--- src/rtl/instr_issue_queue_if.sv ---
// Handshake and data bundle between fetch, the issue queue and the decode stage.
// The master modport is the environment side (fetch/decode/branch unit); slave is the queue.
interface instr_issue_queue_if;
    logic        in_valid;
    logic [31:0] in_instr;
    logic        in_ready;
    logic        out_valid;
    logic        out_ready;
    logic [2:0]  out_type;
    logic [4:0]  out_op;
    logic [23:0] out_fields;
    logic        out_illegal;
    logic        branch_resolved;
    logic        flush;
    logic        hold;

    modport master (
        output in_valid, in_instr, out_ready, branch_resolved, flush,
        input  in_ready, out_valid, out_type, out_op, out_fields, out_illegal, hold
    );

    modport slave (
        input  in_valid, in_instr, out_ready, branch_resolved, flush,
        output in_ready, out_valid, out_type, out_op, out_fields, out_illegal, hold
    );
endinterface

--- src/rtl/instr_issue_queue.sv ---
// Instruction issue FIFO: buffers fetched words and presents the head to decode,
// stalling issue after every branch-class pop until the branch resolves.
module instr_issue_queue #(
    parameter int unsigned DEPTH = 4
) (
    input logic                  clk,
    input logic                  rst_n,
    instr_issue_queue_if.slave   bus
);
    localparam int unsigned CW = $clog2(DEPTH) + 1;
    localparam int unsigned AW = $clog2(DEPTH);

    typedef enum logic {RUN, HOLD} state_e;

    state_e         state_q, state_d;
    logic [31:0]    mem_q [DEPTH];
    logic [AW-1:0]  wr_ptr_q, wr_ptr_d;
    logic [AW-1:0]  rd_ptr_q, rd_ptr_d;
    logic [CW-1:0]  count_q, count_d;

    logic [31:0]    head;
    logic           head_branch;
    logic           push, pop;
    logic           out_valid;

    assign head        = mem_q[rd_ptr_q];
    assign head_branch = (head[31:29] == 3'b000) || (head[31:29] == 3'b110);
    assign out_valid   = (state_q == RUN) && (count_q != '0);

    assign push = bus.in_valid && bus.in_ready && !bus.flush;
    assign pop  = out_valid && bus.out_ready && !bus.flush;

    assign bus.in_ready  = (count_q != CW'(DEPTH));
    assign bus.out_valid = out_valid;
    assign bus.hold      = (state_q == HOLD);

    // Head fields are forced to zero whenever nothing is being offered.
    always_comb begin
        bus.out_type    = '0;
        bus.out_op      = '0;
        bus.out_fields  = '0;
        bus.out_illegal = 1'b0;
        if (out_valid) begin
            bus.out_type    = head[31:29];
            bus.out_op      = head[28:24];
            bus.out_fields  = head[23:0];
            bus.out_illegal = (head[31:29] == 3'b011) || (head[31:29] == 3'b101) ||
                              (head[31:29] == 3'b111);
        end
    end

    always_comb begin
        wr_ptr_d = wr_ptr_q;
        rd_ptr_d = rd_ptr_q;
        count_d  = count_q;
        if (bus.flush) begin
            wr_ptr_d = '0;
            rd_ptr_d = '0;
            count_d  = '0;
        end else begin
            if (push) wr_ptr_d = wr_ptr_q + 1'b1;
            if (pop)  rd_ptr_d = rd_ptr_q + 1'b1;
            if (push && !pop)      count_d = count_q + 1'b1;
            else if (pop && !push) count_d = count_q - 1'b1;
        end
    end

    always_comb begin
        state_d = state_q;
        if (bus.flush) begin
            state_d = RUN;
        end else begin
            unique case (state_q)
                RUN:     if (pop && head_branch) state_d = HOLD;
                HOLD:    if (bus.branch_resolved) state_d = RUN;
                default: state_d = RUN;
            endcase
        end
    end

    always_ff @(posedge clk or negedge rst_n) begin
        if (!rst_n) begin
            state_q  <= RUN;
            wr_ptr_q <= '0;
            rd_ptr_q <= '0;
            count_q  <= '0;
            mem_q    <= '{default: '0};
        end else begin
            state_q  <= state_d;
            wr_ptr_q <= wr_ptr_d;
            rd_ptr_q <= rd_ptr_d;
            count_q  <= count_d;
            if (push) mem_q[wr_ptr_q] <= bus.in_instr;
        end
    end
endmodule

--- src/flat_wrapper.sv ---
// flat-port wrapper written by rule: the top's interface ports become plain ports
module instr_issue_queue_flat 
#(
    parameter int unsigned DEPTH = 4
)
  (clk, rst_n, bus_in_valid, bus_in_instr, bus_out_ready, bus_branch_resolved, bus_flush, bus_in_ready, bus_out_valid, bus_out_type, bus_out_op, bus_out_fields, bus_out_illegal, bus_hold);
  instr_issue_queue_if bus_i ();
  input logic clk;
  input logic rst_n;
  input wire logic [$bits(bus_i.in_valid)-1:0] bus_in_valid;
  input wire logic [$bits(bus_i.in_instr)-1:0] bus_in_instr;
  input wire logic [$bits(bus_i.out_ready)-1:0] bus_out_ready;
  input wire logic [$bits(bus_i.branch_resolved)-1:0] bus_branch_resolved;
  input wire logic [$bits(bus_i.flush)-1:0] bus_flush;
  output wire logic [$bits(bus_i.in_ready)-1:0] bus_in_ready;
  output wire logic [$bits(bus_i.out_valid)-1:0] bus_out_valid;
  output wire logic [$bits(bus_i.out_type)-1:0] bus_out_type;
  output wire logic [$bits(bus_i.out_op)-1:0] bus_out_op;
  output wire logic [$bits(bus_i.out_fields)-1:0] bus_out_fields;
  output wire logic [$bits(bus_i.out_illegal)-1:0] bus_out_illegal;
  output wire logic [$bits(bus_i.hold)-1:0] bus_hold;
  assign bus_i.in_valid = bus_in_valid;
  assign bus_i.in_instr = bus_in_instr;
  assign bus_i.out_ready = bus_out_ready;
  assign bus_i.branch_resolved = bus_branch_resolved;
  assign bus_i.flush = bus_flush;
  assign bus_in_ready = bus_i.in_ready;
  assign bus_out_valid = bus_i.out_valid;
  assign bus_out_type = bus_i.out_type;
  assign bus_out_op = bus_i.out_op;
  assign bus_out_fields = bus_i.out_fields;
  assign bus_out_illegal = bus_i.out_illegal;
  assign bus_hold = bus_i.hold;
  instr_issue_queue #(.DEPTH(DEPTH)) u_core (.clk(clk), .rst_n(rst_n), .bus(bus_i));
endmodule
--- config.mk ---
export PLATFORM = sky130hd
export DESIGN_NAME = instr_issue_queue_flat
export DESIGN_NICKNAME = d
export VERILOG_FILES = /design/src/rtl/instr_issue_queue_if.sv /design/src/rtl/instr_issue_queue.sv /design/src/flat_wrapper.sv
export SDC_FILE = /design/constraint.sdc
export NUM_CORES = 1
export LEC_CHECK = 0
export CAP_MARGIN = 20
export CORE_UTILIZATION = 30
export CTS_CLUSTER_DIAMETER = 150
export CTS_CLUSTER_SIZE = 16
export DETAILED_ROUTE_END_ITERATION = 16
export HOLD_SLACK_MARGIN = 0.06
export PLACE_DENSITY = 0.46
export SETUP_SLACK_MARGIN = 0.5
export SLEW_MARGIN = 10
export SYNTH_ARGS = -nofsm -noshare
export SYNTH_HDL_FRONTEND = slang
export SYNTH_SLANG_ARGS = --single-unit
--- constraint.sdc ---
create_clock -name clk -period 6.7 [get_ports clk]
set_clock_uncertainty 0.2 [all_clocks]
set_input_delay 1.005 -clock clk [delete_from_list [all_inputs] [get_ports clk]]
set_output_delay 1.005 -clock clk [all_outputs]
set_load 0.05 [all_outputs]
**Word level (Yosys, flattened, before mapping)**

Cells that the tools add are included.
W data, S select, Z words.

- Bitwise logic cells: 3
- Magnitude comparators: 3
- Reduce and logical (&&, ||, !) cells: 20
- Add/subtract/negate cells: 4
- Multiplexer cells: 21
- Equality and inequality tests: 5

Operators with widths:

| kind | number |
|---|---|
| $bwmux W128 | 1 |
| $mux W32 | 3 |
| $bmux W32 S2 | 1 |
| $demux W32 S2 | 1 |
| $mux W24 | 1 |
| $mux W3 | 4 |
| $eq A3 B3 Y1 const B | 3 |
| $logic_and A1 B1 Y1 | 9 |
| $mux W2 | 4 |
| $ge A3 B3 Y1 const B | 2 |
| $not A2 Y3 | 2 |
| $reduce_bool A3 Y1 | 2 |
| $mux W5 | 1 |
| $add A2 B1 Y2 const B | 2 |
| $mux W1 | 4 |
| $reduce_bool A2 Y1 | 2 |
| $add A3 B1 Y3 const B | 1 |
| $eq A3 B2 Y1 const B | 1 |
| $logic_not A1 Y1 | 3 |
| $logic_not A3 Y1 | 1 |
| $logic_or A1 B1 Y1 | 3 |
| $lt A3 B1 Y1 const B | 1 |
| $ne A3 B3 Y1 const B | 1 |
| $sub A3 B1 Y3 const B | 1 |
| 2 further kinds | 2 |

- Bits of input ports: 38
- Flip-flop bits (word level): 136
- Output and inout bits: 36
- Logic and storage cells: 64

**Longest topological paths before layout**

- Depth after elaboration: 10
- Depth in mapped cells: 7
- Mapped depth without buffers: 7

**Worst setup path before layout**

OpenSTA, ideal clock, no wires.

- Path type: register -> output
- Start point: register u_core.state_q (netlist: u_core.bus.hold)
- End point: output bus_out_fields[15]
- Buffers on the path: 1
- Required time: 5,495 ps
- Stages on the path, launching flop included: 4
- Arrival time: 1,978 ps
- Path slack: 3,517 ps
- Cell sequence: dfrtp_1 nor2b_1 clkbuf_1 and2_1

- Longest elaborated chain between the ends: 3

Ends and longest elaborated chain:

| element | RTL line | RTL |
|---|---|---|
| start, declared | instr_issue_queue.sv:15 | `state_e state_q, state_d;` |
| start signal, assigned | instr_issue_queue.sv:89 | `state_q <= state_d;` |
| $not A1 Y1 | instr_issue_queue.sv:28 | `assign out_valid = (state_q == RUN) && (count_q != '0);` |
| $logic_and A1 B1 Y1 | instr_issue_queue.sv:28 |  |
| via bus_out_valid | flat_wrapper.sv:16 | `output wire logic [$bits(bus_i.out_valid)-1:0] bus_out_valid;` |
| $mux W24 | instr_issue_queue.sv:43 | `if (out_valid) begin` |
| end, declared | flat_wrapper.sv:19 | `output wire logic [$bits(bus_i.out_fields)-1:0] bus_out_fields;` |

The timed path passes the listed nets, and every way through them passes these cells.

**Worst setup path in the final report**

- Start point: register u_core.rd_ptr_q[0]
- End point: output bus_out_illegal

- Longest elaborated chain between the ends: 8
- Elaborated cells between the ends (all ways): 10
- Classes of those cells: eq/ne (3); mux (4); bitwise (1); reduce/logical (2)

Ends and longest elaborated chain:

| element | RTL line | RTL |
|---|---|---|
| start, declared | instr_issue_queue.sv:18 | `logic [AW-1:0] rd_ptr_q, rd_ptr_d;` |
| start signal, assigned | instr_issue_queue.sv:91 | `rd_ptr_q <= rd_ptr_d;` |
| $not A2 Y3 (not written as such) (*) | instr_issue_queue.sv:26 | `assign head = mem_q[rd_ptr_q];` |
| $bmux W32 S2 (*) | instr_issue_queue.sv:26 |  |
| $mux W32 (not written as such) (*) (2 in a row) | instr_issue_queue.sv:26 |  |
| $eq A3 B2 Y1 / $eq A3 B3 Y1 (equally long branches) | instr_issue_queue.sv:47 | `bus.out_illegal = (head[31:29] == 3'b011) \|\| (head[31:29] == 3'b101) \|\|` |
| $logic_or A1 B1 Y1 | instr_issue_queue.sv:47 |  |
| $logic_or A1 B1 Y1 (*) | instr_issue_queue.sv:47 |  |
| $mux W1 (*) | instr_issue_queue.sv:43 |  |
| end, declared | flat_wrapper.sv:20 | `output wire logic [$bits(bus_i.out_illegal)-1:0] bus_out_illegal;` |

Mark *: on every way between the ends. The rest lies on a longest branch, timed or not. The select of a mux whose other input is x is not followed.

==> summary.md <==
| Metric | Value |
|---|---|
| CP endpoint kind | primary output |
| LEAKAGE | 3.32 nW |
| Synth top area share | 54.0% |
| Placed instance count | 725 |
| Postcts setup bufs | 0 |
| Post-Route WL | 13900 um |
| Fin Hold WS | 296 ps |
| Met3 usage | 3.70% |
| Tmin final | 4320 ps |
| # resized after CTS | 0 |
| Mapped Cells | 403 |
| CP arrival | 3120 ps |
| Die height | 147 um |
| Total GRT Usage | 14.1% |
| M1 GR Usage | 17.6% |
| Area leader, netlist | dfrtp_1 |
| Placer Congestion | 0.695 |
| Slew Limit Headroom | 29.5% |
| Die area | 21600 um^2 |
| Final hold violation count | 0 |
| Post-route cell area | 7770 um^2 |
| Largest cells by area after synthesis | dfrtp_1 54%, mux2_2 23%, mux4_2 11%, and2_1 3.3%, buf_6 2.1% |
| Synth cell types | 25 |
| # H-tree levels | 4 |
| Syn Nets | 446 |
| Skew-Pair Late Insertion Delay | 410 ps |
| Most common cell after layout, fill and taps aside | dfrtp_1 |
| Busiest grt layer | met2 |
| Max rail drop VDD | 0.247 mV |
| Required time of the worst setup path | 5490 ps |
| Flops & latches, synth | 136 |
| Pre-antenna DRT Iters | 4 |
| Layout area overhead | 23.2% |
| RSZ-0062 raised after global routing | false |
| Fraction of layout instances using a drive strength above 1 | 42.3% |
| Final HPWL DP | 8180 um |
| I/O pins | 74 |
| Remaining Overflow, GRT | 0 |
| First-iteration detailed-routing DRC count | 129 |
| Routed via count | 3590 |
| Sink Count | 136 |
| CTS tree | yes |
| Initial antenna violation count | 0 |
| Setup CP Type | reg -> out |
| FP Rows | 52 |
| First-pass GRT wire length | 22500 um |
| Starting Density | 30.8% |
| Post-route ant nets | 0 |
| Syn Area/Cell | 15.6 um^2 |
| Wire per inst | 18.3 um |
| Most frequent cells in the layout | 134 x dfrtp_1, 131 x mux2_2, 72 x clkdlybuf4s50_1 |
| Root Buffer | clkbuf_16 |
| Status | complete, no violations |
| Startpoint Class | register |
| Final period util | 64.5% |
| Power Density | 550 nW/um^2 |
| Worst hold path type | reg -> reg |
| # setup viols final | 0 |
| Largest net degree at the start of global routing | 74 |
| Synthesized area | 6300 um^2 |
| Clk slew on worst S/H paths | 60 ps |
| Setup TNS | 0 ps |
| Antenna cell count | 0 |
| Met2 GRT Util | 23.8% |
| Max Fanout on Critical Path | 23 |
| Worst Tran Pin Value | 1050 ps |
| Area post-placement | 7220 um^2 |
| Clock Path Buffers | 2 |
| Vias in the first global route | 4049 |
| Overall power | 4.27 mW |
| Num CTS Buffers | 17 |
| Die width | 147 um |
| Sequential element share of the synthesized area | 54.0% |
| Layout Cells excl Fill | 757 |
| Pins Over Slew Limit | 0 |
| Layout Nets | 517 |
| IO Port Bufs | 73 |
| Core area | 20400 um^2 |
| Yosys warning count | 0 |
| Max-Cap Viols | 0 |
| Remaining DRCs | 0 |
| Cts hold-fix bufs | 0 |
| Fmax | 0.231 GHz |
| Drt via density | 4.74 |
[area by class of cell]
class | count | area [um^2]
flip-flops and latches | 136 | 3410
clock inverters | 9 | 75.1
clock buffers | 23 | 468
fillers | 1962 | 12700
well taps | 270 | 338
multi-input cells | 237 | 2700
repair buffers | 76 | 754
inverters | 6 | 22.5
[cell usage after synthesis (all sizes together)]
cell type / instances
mux4: 32
mux2: 131
o21a: 1
xnor2: 2
fa: 1
o21ai: 1
o41ai: 1
nor3b: 1
xor2: 3
or3: 2
buf: 17
nor3: 1
nand3: 2
mux2i: 1
ha: 4
dfrtp: 136
clkbuf: 7
nor2: 9
a21oi: 1
and2: 33
inv: 6
nor2b: 3
nand2: 8
[path summary, 6_finish.rpt]
check                      cells after the start  slack, ps          startpoint                  to
hold / removal                                 1        300    u_core.mem_q[42]    u_core.mem_q[42]
max in group asynchronous                      2       4470               rst_n  u_core.rd_ptr_q[0]
min in group asynchronous                      1        380               rst_n    u_core.mem_q[72]
setup reg to reg                               7       4080   u_core.count_q[0]   u_core.count_q[2]
setup / recovery                               4       2380  u_core.rd_ptr_q[0]     bus_out_illegal
hold reg to reg                                1        300    u_core.mem_q[42]    u_core.mem_q[42]
[registers in the layout, summed over array words and instances, names as in the netlist]
register	count
u_core.mem_q	128
u_core.bus.hold	1
u_core.rd_ptr_q	2
u_core.count_q	3
u_core.wr_ptr_q	2
[critical path, stage by stage (launching register included)]
cell and delay, ps:
dfrtp_2 610, buf_4 520, mux4_2 630, o21a_1 220, clkdlybuf4s50_1 710
[logic make-up after synthesis]
group / count (synthesis) / share of synthesized area, %
buffers and inverters: 30 / 3.32
AND/OR/NAND/NOR: 59 / 5.34
AO/OA/AOI/OAI: 4 / 0.536
multiplexers: 164 / 35.0
adder cells (fa/ha/maj): 5 / 1.11
XOR/XNOR: 5 / 0.695
flip-flops: 136 / 54.0
[per-layer routing]
layer  vias to the layer above  part of all wire [%]
li1                       1589                     -
met1                      1926                    45
met2                        63                    51
met3                        12                   3.5
met4                         0                   1.2
met5                         -                     0
[through the flow]
step	utilization, %	setup slack [ps]
final	38.0	2380
after global placement	35.4	2740
after floorplan	-	3520
after global routing	38.0	2180
after detailed placement	35.4	2750
after CTS	38.0	2290
[where the power goes]
part / switching [mW] / internal, mW
logic: 1.06 / 0.943
clock network: 0.333 / 0.525
registers: 0.214 / 1.19
total: 1.61 / 2.66
(Power assumes the default switching activity.)
